**src/rtl/mc_controller_pkg.sv**
```systemverilog
// Shared types and encodings for the multicycle RV32I controller.
// State order fixes the state_dbg encoding seen by debug tooling.
package rv_ctrl_pkg;

    typedef enum logic [3:0] {
        S_FETCH     = 4'd0,
        S_DECODE    = 4'd1,
        S_MEM_ADR   = 4'd2,
        S_MEM_READ  = 4'd3,
        S_MEM_WRITE = 4'd4,
        S_MEM_WB    = 4'd5,
        S_EXEC_R    = 4'd6,
        S_EXEC_I    = 4'd7,
        S_ALU_WB    = 4'd8,
        S_BRANCH    = 4'd9,
        S_JAL       = 4'd10,
        S_JALR      = 4'd11,
        S_JAL_LINK  = 4'd12,
        S_LUI       = 4'd13,
        S_AUIPC     = 4'd14,
        S_HALT      = 4'd15
    } state_t;

    typedef enum logic [3:0] {
        ALU_ADD  = 4'd0,
        ALU_SUB  = 4'd1,
        ALU_AND  = 4'd2,
        ALU_OR   = 4'd3,
        ALU_XOR  = 4'd4,
        ALU_SLL  = 4'd5,
        ALU_SRL  = 4'd6,
        ALU_SRA  = 4'd7,
        ALU_SLT  = 4'd8,
        ALU_SLTU = 4'd9
    } alu_op_t;

    typedef enum logic [1:0] {
        OPC_ADD = 2'd0,
        OPC_R   = 2'd1,
        OPC_I   = 2'd2,
        OPC_BR  = 2'd3
    } op_class_t;

    localparam logic [6:0] OP_LOAD   = 7'b0000011;
    localparam logic [6:0] OP_STORE  = 7'b0100011;
    localparam logic [6:0] OP_R      = 7'b0110011;
    localparam logic [6:0] OP_I      = 7'b0010011;
    localparam logic [6:0] OP_BRANCH = 7'b1100011;
    localparam logic [6:0] OP_JAL    = 7'b1101111;
    localparam logic [6:0] OP_JALR   = 7'b1100111;
    localparam logic [6:0] OP_LUI    = 7'b0110111;
    localparam logic [6:0] OP_AUIPC  = 7'b0010111;

    localparam logic [1:0] RES_ALU_REG = 2'b00;
    localparam logic [1:0] RES_MEM     = 2'b01;
    localparam logic [1:0] RES_ALU     = 2'b10;

    localparam logic [1:0] SRCA_PC     = 2'b00;
    localparam logic [1:0] SRCA_OLD_PC = 2'b01;
    localparam logic [1:0] SRCA_RD1    = 2'b10;
    localparam logic [1:0] SRCA_ZERO   = 2'b11;

    localparam logic [1:0] SRCB_RD2  = 2'b00;
    localparam logic [1:0] SRCB_IMM  = 2'b01;
    localparam logic [1:0] SRCB_FOUR = 2'b10;

    localparam logic [2:0] IMM_I = 3'b000;
    localparam logic [2:0] IMM_S = 3'b001;
    localparam logic [2:0] IMM_B = 3'b010;
    localparam logic [2:0] IMM_U = 3'b011;
    localparam logic [2:0] IMM_J = 3'b100;

endpackage

```
**src/rtl/mc_controller_alu_decoder.sv**
```systemverilog
// Combinational funct decode: ALU operation per op class plus an illegal-funct flag.
module alu_decoder
    import rv_ctrl_pkg::*;
(
    input  logic [2:0] funct3,
    input  logic       funct7b5,
    input  op_class_t  op_class,
    output alu_op_t    alu_control,
    output logic       illegal_funct
);

    always_comb begin
        alu_control   = ALU_ADD;
        illegal_funct = 1'b0;
        case (op_class)
            OPC_R, OPC_I: begin
                case (funct3)
                    3'b000: alu_control = (op_class == OPC_R && funct7b5) ? ALU_SUB : ALU_ADD;
                    3'b001: alu_control = ALU_SLL;
                    3'b010: alu_control = ALU_SLT;
                    3'b011: alu_control = ALU_SLTU;
                    3'b100: alu_control = ALU_XOR;
                    3'b101: alu_control = funct7b5 ? ALU_SRA : ALU_SRL;
                    3'b110: alu_control = ALU_OR;
                    default: alu_control = ALU_AND;
                endcase
                // funct7[5] is only meaningful for SUB/SRA (R) and SRAI (I); for other
                // I-type ops that bit belongs to the immediate.
                if (op_class == OPC_R && funct7b5 && funct3 != 3'b000 && funct3 != 3'b101)
                    illegal_funct = 1'b1;
                if (op_class == OPC_I && funct7b5 && funct3 == 3'b001)
                    illegal_funct = 1'b1;
            end
            OPC_BR: begin
                alu_control   = ALU_SUB;
                illegal_funct = (funct3[2:1] == 2'b01);
            end
            default: ;
        endcase
    end

endmodule

```
**src/rtl/mc_controller.sv**
```systemverilog
// Multicycle RV32I control FSM with memory wait states, full branch set and sticky trap.
// Outputs are decoded from the state register; FETCH completion and BRANCH pc_write are Mealy.
module mc_controller
    import rv_ctrl_pkg::*;
#(
    parameter bit          MEM_HANDSHAKE   = 1'b1,
    parameter int unsigned FIXED_LAT       = 1,
    parameter bit          TRAP_ON_ILLEGAL = 1'b1
) (
    input  logic        clk,
    input  logic        reset,
    input  logic [31:0] instr,
    input  logic        zero,
    input  logic        carry,
    input  logic        sign,
    input  logic        overflow,
    input  logic        mem_ready,
    output logic        mem_req,
    output logic        adr_src,
    output logic        mem_write,
    output logic        ir_write,
    output logic        pc_write,
    output logic        reg_write,
    output logic [1:0]  result_src,
    output logic [1:0]  alu_src_a,
    output logic [1:0]  alu_src_b,
    output logic [2:0]  imm_src,
    output logic [3:0]  alu_control,
    output logic        illegal,
    output logic [3:0]  state_dbg
);

    localparam logic [3:0] LAT_LAST  = 4'(FIXED_LAT - 1);
    localparam state_t     ILL_STATE = TRAP_ON_ILLEGAL ? S_HALT : S_FETCH;

    state_t     state, state_next;
    logic [3:0] wait_cnt;
    logic [6:0] opcode;
    logic [2:0] funct3;
    logic       mem_done, taken, lt, illegal_funct;
    op_class_t  op_class;
    alu_op_t    dec_alu;
    logic       unused_instr_bits;

    assign opcode            = instr[6:0];
    assign funct3            = instr[14:12];
    assign unused_instr_bits = ^{instr[31], instr[29:15], instr[11:7]};
    assign mem_done          = MEM_HANDSHAKE ? mem_ready : (wait_cnt == LAT_LAST);
    assign lt                = sign ^ overflow;
    assign state_dbg         = state;

    always_comb begin
        case (opcode)
            OP_R:      op_class = OPC_R;
            OP_I:      op_class = OPC_I;
            OP_BRANCH: op_class = OPC_BR;
            default:   op_class = OPC_ADD;
        endcase
    end

    alu_decoder u_alu_decoder (
        .funct3        (funct3),
        .funct7b5      (instr[30]),
        .op_class      (op_class),
        .alu_control   (dec_alu),
        .illegal_funct (illegal_funct)
    );

    // carry=1 means the subtraction did not borrow, i.e. rd1 >= rd2 unsigned
    always_comb begin
        case (funct3)
            3'b000:  taken = zero;
            3'b001:  taken = !zero;
            3'b100:  taken = lt;
            3'b101:  taken = !lt;
            3'b110:  taken = !carry;
            3'b111:  taken = carry;
            default: taken = 1'b0;
        endcase
    end

    always_comb begin
        state_next = state;
        case (state)
            S_FETCH:     if (mem_done) state_next = S_DECODE;
            S_DECODE: begin
                case (opcode)
                    OP_LOAD, OP_STORE: state_next = S_MEM_ADR;
                    OP_R:              state_next = S_EXEC_R;
                    OP_I:              state_next = S_EXEC_I;
                    OP_BRANCH:         state_next = S_BRANCH;
                    OP_JAL:            state_next = S_JAL;
                    OP_JALR:           state_next = S_JALR;
                    OP_LUI:            state_next = S_LUI;
                    OP_AUIPC:          state_next = S_AUIPC;
                    default:           state_next = ILL_STATE;
                endcase
                if (illegal_funct) state_next = ILL_STATE;
            end
            S_MEM_ADR:   state_next = (opcode == OP_STORE) ? S_MEM_WRITE : S_MEM_READ;
            S_MEM_READ:  if (mem_done) state_next = S_MEM_WB;
            S_MEM_WRITE: if (mem_done) state_next = S_FETCH;
            S_MEM_WB, S_ALU_WB, S_BRANCH: state_next = S_FETCH;
            S_EXEC_R, S_EXEC_I, S_JAL, S_JAL_LINK, S_LUI, S_AUIPC: state_next = S_ALU_WB;
            S_JALR:      state_next = S_JAL_LINK;
            S_HALT:      state_next = S_HALT;
            default:     state_next = S_FETCH;
        endcase
    end

    // Wait counter restarts on every state change and saturates instead of wrapping
    always_ff @(posedge clk) begin
        if (reset) begin
            state    <= S_FETCH;
            wait_cnt <= '0;
        end else begin
            state <= state_next;
            if (state_next != state)
                wait_cnt <= '0;
            else if (wait_cnt != LAT_LAST)
                wait_cnt <= wait_cnt + 4'd1;
        end
    end

    always_comb begin
        mem_req     = 1'b0;
        adr_src     = 1'b0;
        mem_write   = 1'b0;
        ir_write    = 1'b0;
        pc_write    = 1'b0;
        reg_write   = 1'b0;
        result_src  = RES_ALU_REG;
        alu_src_a   = SRCA_PC;
        alu_src_b   = SRCB_RD2;
        imm_src     = IMM_I;
        alu_control = ALU_ADD;
        illegal     = 1'b0;
        case (state)
            S_FETCH: begin
                mem_req    = 1'b1;
                alu_src_b  = SRCB_FOUR;
                result_src = RES_ALU;
                ir_write   = mem_done;
                pc_write   = mem_done;
            end
            S_DECODE: begin
                alu_src_a = SRCA_OLD_PC;
                alu_src_b = SRCB_IMM;
                imm_src   = (opcode == OP_JAL) ? IMM_J : IMM_B;
            end
            S_MEM_ADR: begin
                alu_src_a = SRCA_RD1;
                alu_src_b = SRCB_IMM;
                imm_src   = (opcode == OP_STORE) ? IMM_S : IMM_I;
            end
            S_MEM_READ: begin
                mem_req = 1'b1;
                adr_src = 1'b1;
            end
            S_MEM_WRITE: begin
                mem_req   = 1'b1;
                adr_src   = 1'b1;
                mem_write = 1'b1;
            end
            S_MEM_WB: begin
                result_src = RES_MEM;
                reg_write  = 1'b1;
            end
            S_EXEC_R: begin
                alu_src_a   = SRCA_RD1;
                alu_control = dec_alu;
            end
            S_EXEC_I: begin
                alu_src_a   = SRCA_RD1;
                alu_src_b   = SRCB_IMM;
                alu_control = dec_alu;
            end
            S_ALU_WB: reg_write = 1'b1;
            S_BRANCH: begin
                alu_src_a   = SRCA_RD1;
                alu_control = ALU_SUB;
                pc_write    = taken;
            end
            S_JAL: begin
                alu_src_a = SRCA_OLD_PC;
                alu_src_b = SRCB_FOUR;
                pc_write  = 1'b1;
            end
            S_JALR: begin
                alu_src_a  = SRCA_RD1;
                alu_src_b  = SRCB_IMM;
                result_src = RES_ALU;
                pc_write   = 1'b1;
            end
            S_JAL_LINK: begin
                alu_src_a = SRCA_OLD_PC;
                alu_src_b = SRCB_FOUR;
            end
            S_LUI: begin
                alu_src_a = SRCA_ZERO;
                alu_src_b = SRCB_IMM;
                imm_src   = IMM_U;
            end
            S_AUIPC: begin
                alu_src_a = SRCA_OLD_PC;
                alu_src_b = SRCB_IMM;
                imm_src   = IMM_U;
            end
            S_HALT:  illegal = 1'b1;
            default: ;
        endcase
        // Reset overrides everything, including a coincident mem_ready completion
        if (reset) begin
            mem_req     = 1'b0;
            adr_src     = 1'b0;
            mem_write   = 1'b0;
            ir_write    = 1'b0;
            pc_write    = 1'b0;
            reg_write   = 1'b0;
            result_src  = 2'b00;
            alu_src_a   = 2'b00;
            alu_src_b   = 2'b00;
            imm_src     = 3'b000;
            alu_control = 4'd0;
            illegal     = 1'b0;
        end
    end

endmodule

```
**config.mk**
```make
export PLATFORM = sky130hd
export DESIGN_NAME = mc_controller
export DESIGN_NICKNAME = d
export VERILOG_FILES = /design/src/rtl/mc_controller_pkg.sv /design/src/rtl/mc_controller_alu_decoder.sv /design/src/rtl/mc_controller.sv
export SDC_FILE = /design/constraint.sdc
export NUM_CORES = 1
export LEC_CHECK = 0
export BUFFER_PORTS_ARGS = -buffer_cell sky130_fd_sc_hd__buf_4
export CAP_MARGIN = 10
export CORE_UTILIZATION = 34
export DETAILED_ROUTE_END_ITERATION = 10
export PLACE_DENSITY = 0.7
export SETUP_SLACK_MARGIN = 0.02
export SYNTH_ARGS = -nofsm -noshare
export SYNTH_HDL_FRONTEND = slang
export SYNTH_SLANG_ARGS = --single-unit
export TNS_END_PERCENT = 100
```
**constraint.sdc**
```tcl
create_clock -name clk -period 6.1 [get_ports clk]
set_input_delay 0.61 -clock clk [delete_from_list [all_inputs] [get_ports clk]]
set_output_delay 0.61 -clock clk [all_outputs]
set_load 0.05 [all_outputs]
```
==> results.md, run 1 <==
- Remaining Overflow, GRT: 0
- HP Start: reset
- Synth top area share: 9.266%
- Synthesized net count: 203
- Crit Path Max Fanout: 5
- Share of power burned in the clock network: 6.8%
- Final Critical Period: 3.056 ns
- CP Capture Type: primary output
- Register share of total power: 17.7%
- Fin cells: 223
- Antenna fix cells: 0
- Status: complete, no violations
- Post-CTS sizing: 0
- Pre-antenna DRT Iters: 4
- Die X: 55.47 um
- Layout cell share with drive strength beyond 1: 25.00%
- Largest net degree at the start of global routing: 24
- Post-Syn Instances: 160
- Per-cell routed wire length: 11.59 um
- DIE HEIGHT: 55.47 um
- Average cell area after synthesis: 6.076 sq um
- Setup_tns: 0 ns
- H-tree levels: 1
- Hold-fix buffers, CTS: 0
- Via count: 1206
- GP Congestion: 0.8114
- Sw Share: 62.35%
- Yosys cell types: 47
- Arrival @ worst endpoint: 2.45 ns
- Starting DRT DRC Count: 31
- Hold Path Class: in2reg
- Antenna Nets Post-Route: 0
- Post-synthesis mux area share: 1.158%
- Initial antenna violation count: 0
- Rows: 19
- Die Area: 0.003077 sq mm
- Worst setup path class: in2out
- Leak pwr: 0.5639 nW
- Detailed-route DRC error count: 0
- Comb power frac: 75.4%
- XOR/XNOR share of the synthesized area: 6.306%
- Most frequent CP cell: buf_4
- Tightest Pin Transition: 0.7574 ns
- Overall routed net length: 2.584 mm
- Synth top cells by count: nor2_1, nand2_1, a21oi_1, nor3_1, nand3_1
- Largest family of logic cells by synthesized area: simple AND/OR/NAND/NOR gates
- Crit path cell chain: buf_4, or2_1, nor3_1, ha_1, a31oi_1, o221ai_1, a21oi_1, o41ai_1, buf_4
- Postcts setup bufs: 0
- CTS clk-pin slew, worst paths: 0.04 ns
- Root cell of the clock tree: clkbuf_4
- Area growth syn-to-layout: 31.66%
- Startpoint Class: input pin
- Synth Area in Compound Gates: 27.93%
- Vias in the first global route: 957
- Total Nets Final: 237
- Internal power: 0.0001831 W
- Top FF cell, synth: dfxtp_1
- Starting Density: 35.56%
- Worst vdd ir: 0.2716 mV
- Max Cap Viol: 0
- Clk buf depth: 2
- Number of flip-flops under the largest register name: 4
- Clock skew: 0.0009534 ns
- FMAX: 327.3 MHz
- Power Dens Cells: 379.9 mW/mm^2
- Worst Path Required: 5.49 ns
- Fill count: 318
- Max stage delay cell, worst path: nor3_1
- Synth Area in Adders: 5.148%
- GRT Overall Usage: 17.61%
- Num Clock Sinks: 4
- Synthesized cell area: 972.2 sq um
- Worst slew margin: 49.44%
- Placeable Area: 0.002734 sq mm
- Worst Setup SP: instr[3]
- DP Wirelength: 2.008 mm
- Cell taking the most area after synthesis: nor2_1
- RSZ-0062 raised after global routing: false
- First-pass GRT wire length: 4.457 mm
- TritonCTS clock tree: built
- Setup Viol. Count Final: 0
- TritonCTS Buffers: 3
- Cell with the most instances after synthesis: nor2_1
- Reg2reg start: state_dbg[3]
- Slew Limit Fails: 0
- Yosys reg bits: 4
- Sequential fraction of the synthesis area: 8.237%
- NetSw: 0.0003032 W
- Buffers on Ports: 41
- Top cells by area, synth: nor2_1, dfxtp_1, a21oi_1
- Pre-CTS WS: 3.019 ns
- Setup WS post-layout: 3.044 ns
- Async S/R FF share, synth: 0%
- Tcrit/Tclk final: 50.09%
- I/O Pins: 63
- Delay of the slowest critical-path stage: 0.33 ns
- Worst-Skew Late Latency: 0.24 ns
- Post-Place Cells: 220
- Post-synth EDFFs: 0
- Post-Synth Simple-Gate Area: 40.80%
- Warnings from Yosys: 0
- Drt via density: 5.408
- Final hold violations: 0
cells in the final DEF, fill, tap and decap left out, types with 3 or more instances in the layout:
master / count
nor2b_1: 4
a31oi_1: 4
buf_4: 41
ha_1: 4
a21oi_1: 12
o21ai_0: 6
inv_1: 8
clkbuf_4: 3
xnor2_1: 5
o21a_1: 3
nand2_1: 15
nor2_1: 24
nand3_1: 9
dfxtp_1: 4
nor3_1: 12
power by group through the flow:
stage | clock network (W) | registers (W) | logic (W)
floorplan | 0 | 0.0000808 | 0.000278
global placement | 0 | 0.0000858 | 0.000367
detailed placement | 0 | 0.0000853 | 0.000367
CTS | 0.0000335 | 0.0000850 | 0.000368
global route | 0.0000357 | 0.0000902 | 0.000397
finish | 0.0000333 | 0.0000862 | 0.000367
through the flow:
stage	instance area [sq um]	hold slack (ns)	power [W]	utilization, %
global placement	1257	0.7579	0.0004526	46.00
floorplan	972.2	0.8101	0.0003586	-
detailed placement	1257	0.7633	0.0004522	46.00
global route	1280	0.7071	0.0005233	46.82
CTS	1280	0.6909	0.0004865	46.82
finish	1280	0.6825	0.0004863	46.82
layout make-up:
cell class | count | area [sq um] | area share [%]
tap | 31 | 38.79 | 3.030
inverter | 10 | 40.04 | 3.128
multi-input combinational | 134 | 790.8 | 61.78
timing repair buffer | 41 | 307.8 | 24.05
clock buffer | 3 | 22.52 | 1.760
sequential | 4 | 80.08 | 6.256
cell families (layout without fill, tap and decap cells):
kind of cell               after synthesis  count (layout)
and+or+nand+nor                         81              81
AOI/OAI and AO/OA                       41              41
buffers and inverters                   22              54
xor gates and xnor gates                 7               7
adders and majority gates                4               4
DFF                                      4               4
muxes                                    1               1
critical path, delay by kind of cell:
kind	cells	cell delay (ns)
buffers and inverters	2	0.38
AND/OR/NAND/NOR	2	0.59
AO/OA/AOI/OAI	4	0.59
adder cells (fa/ha/maj)	1	0.26
worst paths after layout:
| check | end | slack [ns] | cells after the start |
|---|---|---|---|
| hold reg to reg | state_dbg[3] | 0.77 | 2 |
| setup reg to reg | state_dbg[2] | 4.38 | 4 |
| setup / recovery | alu_control[0] | 3.04 | 9 |
| hold / removal | state_dbg[3] | 0.68 | 2 |
layer usage:
layer  up-vias  GRT usage, %  share of wire (%)  wire (um)
met5         -             0                  0          0
met4         0         5.357               0.81         21
met3         3         2.342                3.9        101
met2        30         25.47                 46       1188
met1       530         26.76                 49       1274
li1        643             -                  -          -
Power figures use the tool's default switching activity.
==> run 2: changes to the inputs <==
--- a/config.mk
+++ b/config.mk
@@ -5,11 +5,12 @@
 export SDC_FILE = /design/constraint.sdc
 export NUM_CORES = 1
 export LEC_CHECK = 0
+export ABC_AREA = 1
 export BUFFER_PORTS_ARGS = -buffer_cell sky130_fd_sc_hd__buf_4
 export CAP_MARGIN = 10
 export CORE_UTILIZATION = 34
 export DETAILED_ROUTE_END_ITERATION = 10
-export PLACE_DENSITY = 0.7
+export PLACE_DENSITY = 0.73
 export SETUP_SLACK_MARGIN = 0.02
 export SYNTH_ARGS = -nofsm -noshare
 export SYNTH_HDL_FRONTEND = slang
==> constraint.sdc (replaced) <==
create_clock -name clk -period 2.8 [get_ports clk]
set_input_delay 0.28 -clock clk [delete_from_list [all_inputs] [get_ports clk]]
set_output_delay 0.28 -clock clk [all_outputs]
set_load 0.05 [all_outputs]
==> run 2 against run 1 <==
Global-route usage increased by 0.50 points. Synthesized area is 4.5% lower. Final area grew 0.29%. Sequential share of layout area hardly changed. Setup slack got worse by 2.6 ns. Final cell count rose by 11%. Clock power is 110% higher. Combinational power is 140% higher. Worst hold slack got worse by 0.34 ns. Via count shrank 1.9%. Power up 120%.
==> results.md, run 2 <==
- Status: complete, no violations
- Pre-antenna DRT Iters: 4
- Clk buf depth: 2
- Detailed-route DRC error count: 0
- Rows: 18
- Num Clock Sinks: 4
- Synthesized cell area: 928.4 sq um
- Slew Limit Fails: 0
- TritonCTS clock tree: built
- Die X: 54.26 um
- Tightest Pin Transition: 0.3269 ns
- RSZ-0062 raised after global routing: false
- Delay of the slowest critical-path stage: 0.21 ns
- Commonest non-fill, non-tap cell in the layout: buf_4
- Layout cell share with drive strength beyond 1: 29.95%
- TritonCTS Buffers: 3
- Leak pwr: 0.6694 nW
- Worst setup path class: in2out
- Crit path cell chain: buf_4, inv_1, nand3_1, nor2_2, inv_2, a21oi_2, inv_1, ha_1, nand3_1, nand2_1, nand2_1, nand2_1, a31o_2, a22o_1, buf_4
- CTS clk-pin slew, worst paths: 0.04 ns
- Most frequent CP cell: nand2_1
- Top cells by area, synth: nand2_1, inv_1, nor2_1
- Worst slew margin: 78.12%
- Async S/R FF share, synth: 0%
- Final hold violations: 0
- Synthesized net count: 219
- Clock skew: 0.001479 ns
- Power Dens Cells: 832.6 mW/mm^2
- Post-synth EDFFs: 0
- Synth top area share: 15.36%
- First-pass GRT wire length: 4.015 mm
- Die Area: 0.002944 sq mm
- Average cell area after synthesis: 5.275 sq um
- GRT Overall Usage: 18.10%
- Starting Density: 36.81%
- Cell taking the most area after synthesis: nand2_1
- Area growth syn-to-layout: 38.27%
- Per-cell routed wire length: 10.16 um
- Initial antenna violation count: 0
- R2R setup slack: 1.37 ns
- Antenna Nets Post-Route: 0
- Placeable Area: 0.002522 sq mm
- Post-Syn Instances: 176
- Synth top cells by count: nand2_1, inv_1, nor2_1
- Cell with the most instances after synthesis: nand2_1
- Via count: 1183
- Root cell of the clock tree: clkbuf_4
- Hold-fix buffers, CTS: 0
- FMAX: 432.7 MHz
- Arrival @ worst endpoint: 2.03 ns
- Buffers on Ports: 41
- Yosys cell types: 30
- Tcrit/Tclk final: 82.54%
- GP Congestion: 0.8708
- Post-CTS sizing: 0
- H-tree levels: 1
- DP Area: 0.001261 sq mm
- Crit Path Max Fanout: 4
- Fill count: 297
- Setup_tns: 0 ns
- Top FF cell, synth: dfxtp_1
- Yosys reg bits: 4
- Cell area after layout: 0.001284 sq mm
- Max stage delay cell, worst path: ha_1
- I/O Pins: 63
- DIE HEIGHT: 54.26 um
- Overall routed net length: 2.510 mm
- Vias in the first global route: 1010
- Startpoint Class: input pin
- Worst vdd ir: 0.6271 mV
- Remaining Overflow, GRT: 0
- Most frequent cells in the layout: buf_4, nand2_1, inv_1
- CP Capture Type: primary output
- Postcts setup bufs: 0
- Final Critical Period: 2.311 ns
- Max Cap Viol: 0
- Worst Path Required: 2.52 ns
- Antenna fix cells: 0
- Worst-Skew Late Latency: 0.23 ns
- Drt via density: 4.789
- Total Nets Final: 262
- Starting DRT DRC Count: 24
- Setup Viol. Count Final: 0
- Hold Path Class: in2reg
- Largest net degree at the start of global routing: 19
- Warnings from Yosys: 0
- Sequential fraction of the synthesis area: 8.625%
- DP Wirelength: 2.069 mm
- Number of flip-flops under the largest register name: 4
run 2: cell count changes in the layout (fill, tap and decap cells not counted), sizes merged, moves of 7 or more:
cell	previous run	this run
nor3	12	5
nand2	16	40
inv	10	35
nor2	24	32
nand3	9	16
run 2: final cells by class:
class                   instances  area [sq um]  share of cell area (%)
multi-input cells             134         704.4                   54.87
repair buffers                 41         307.8                   23.98
inverters                      35         131.4                   10.23
flip-flops and latches          4         80.08                   6.238
well taps                      30         37.54                   2.924
clock buffers                   3         22.52                   1.754
run 2: per-layer routing:
layer | track usage [%] | share of wire [%] | up-vias
met5 | 0 | 0 | -
met4 | 1.282 | 0 | 0
met3 | 3.056 | 3.6 | 0
met2 | 31.71 | 47 | 23
met1 | 23.93 | 50 | 511
li1 | - | - | 649
run 2: kinds of logic (layout without fill, tap and decap cells):
kind of cell | Yosys count | count (layout) | share of synthesized area (%)
multiplexers | 1 | 1 | 1.078
XOR/XNOR | 1 | 1 | 0.9436
buffers and inverters | 38 | 79 | 15.50
AO/OA/AOI/OAI | 30 | 30 | 19.68
flip-flops | 4 | 4 | 8.626
adder cells (fa/ha/maj) | 4 | 4 | 5.391
AND/OR/NAND/NOR | 98 | 98 | 48.79
run 2: worst paths after layout:
kind	start	endpoint	cells after the start
max	instr[3]	alu_control[0]	15
min	reset	state_dbg[2]	2
max reg2reg	state_dbg[1]	state_dbg[0]	8
min reg2reg	state_dbg[2]	state_dbg[2]	2
run 2: where the power goes:
group	switching, W	internal (W)
sequential	0.0000469	0.0000824
combinational	0.000618	0.000251
clock	0.0000228	0.0000479
run 2: stage by stage:
step / utilization [%] / instances / setup slack [ns] / power (W) / hold WS, ns
finish: 50.89 / 247 / 0.4889 / 0.001069 / 0.3456
global route: 50.89 / 247 / 0.3006 / 0.001156 / 0.3511
floorplan: - / 176 / 0.1174 / 0.0007611 / 0.5598
global placement: 50.00 / 244 / 0.4915 / 0.0009977 / 0.5703
CTS: 50.89 / 247 / 0.4718 / 0.001072 / 0.3348
detailed placement: 50.00 / 244 / 0.4711 / 0.0009977 / 0.5829
run 2: critical path, delay by kind of cell:
| family | cells | cell delay (ns) |
|---|---|---|
| simple gates | 6 | 0.50 |
| buf+inv | 5 | 0.53 |
| fa+ha+maj | 1 | 0.21 |
| compound gates | 3 | 0.52 |
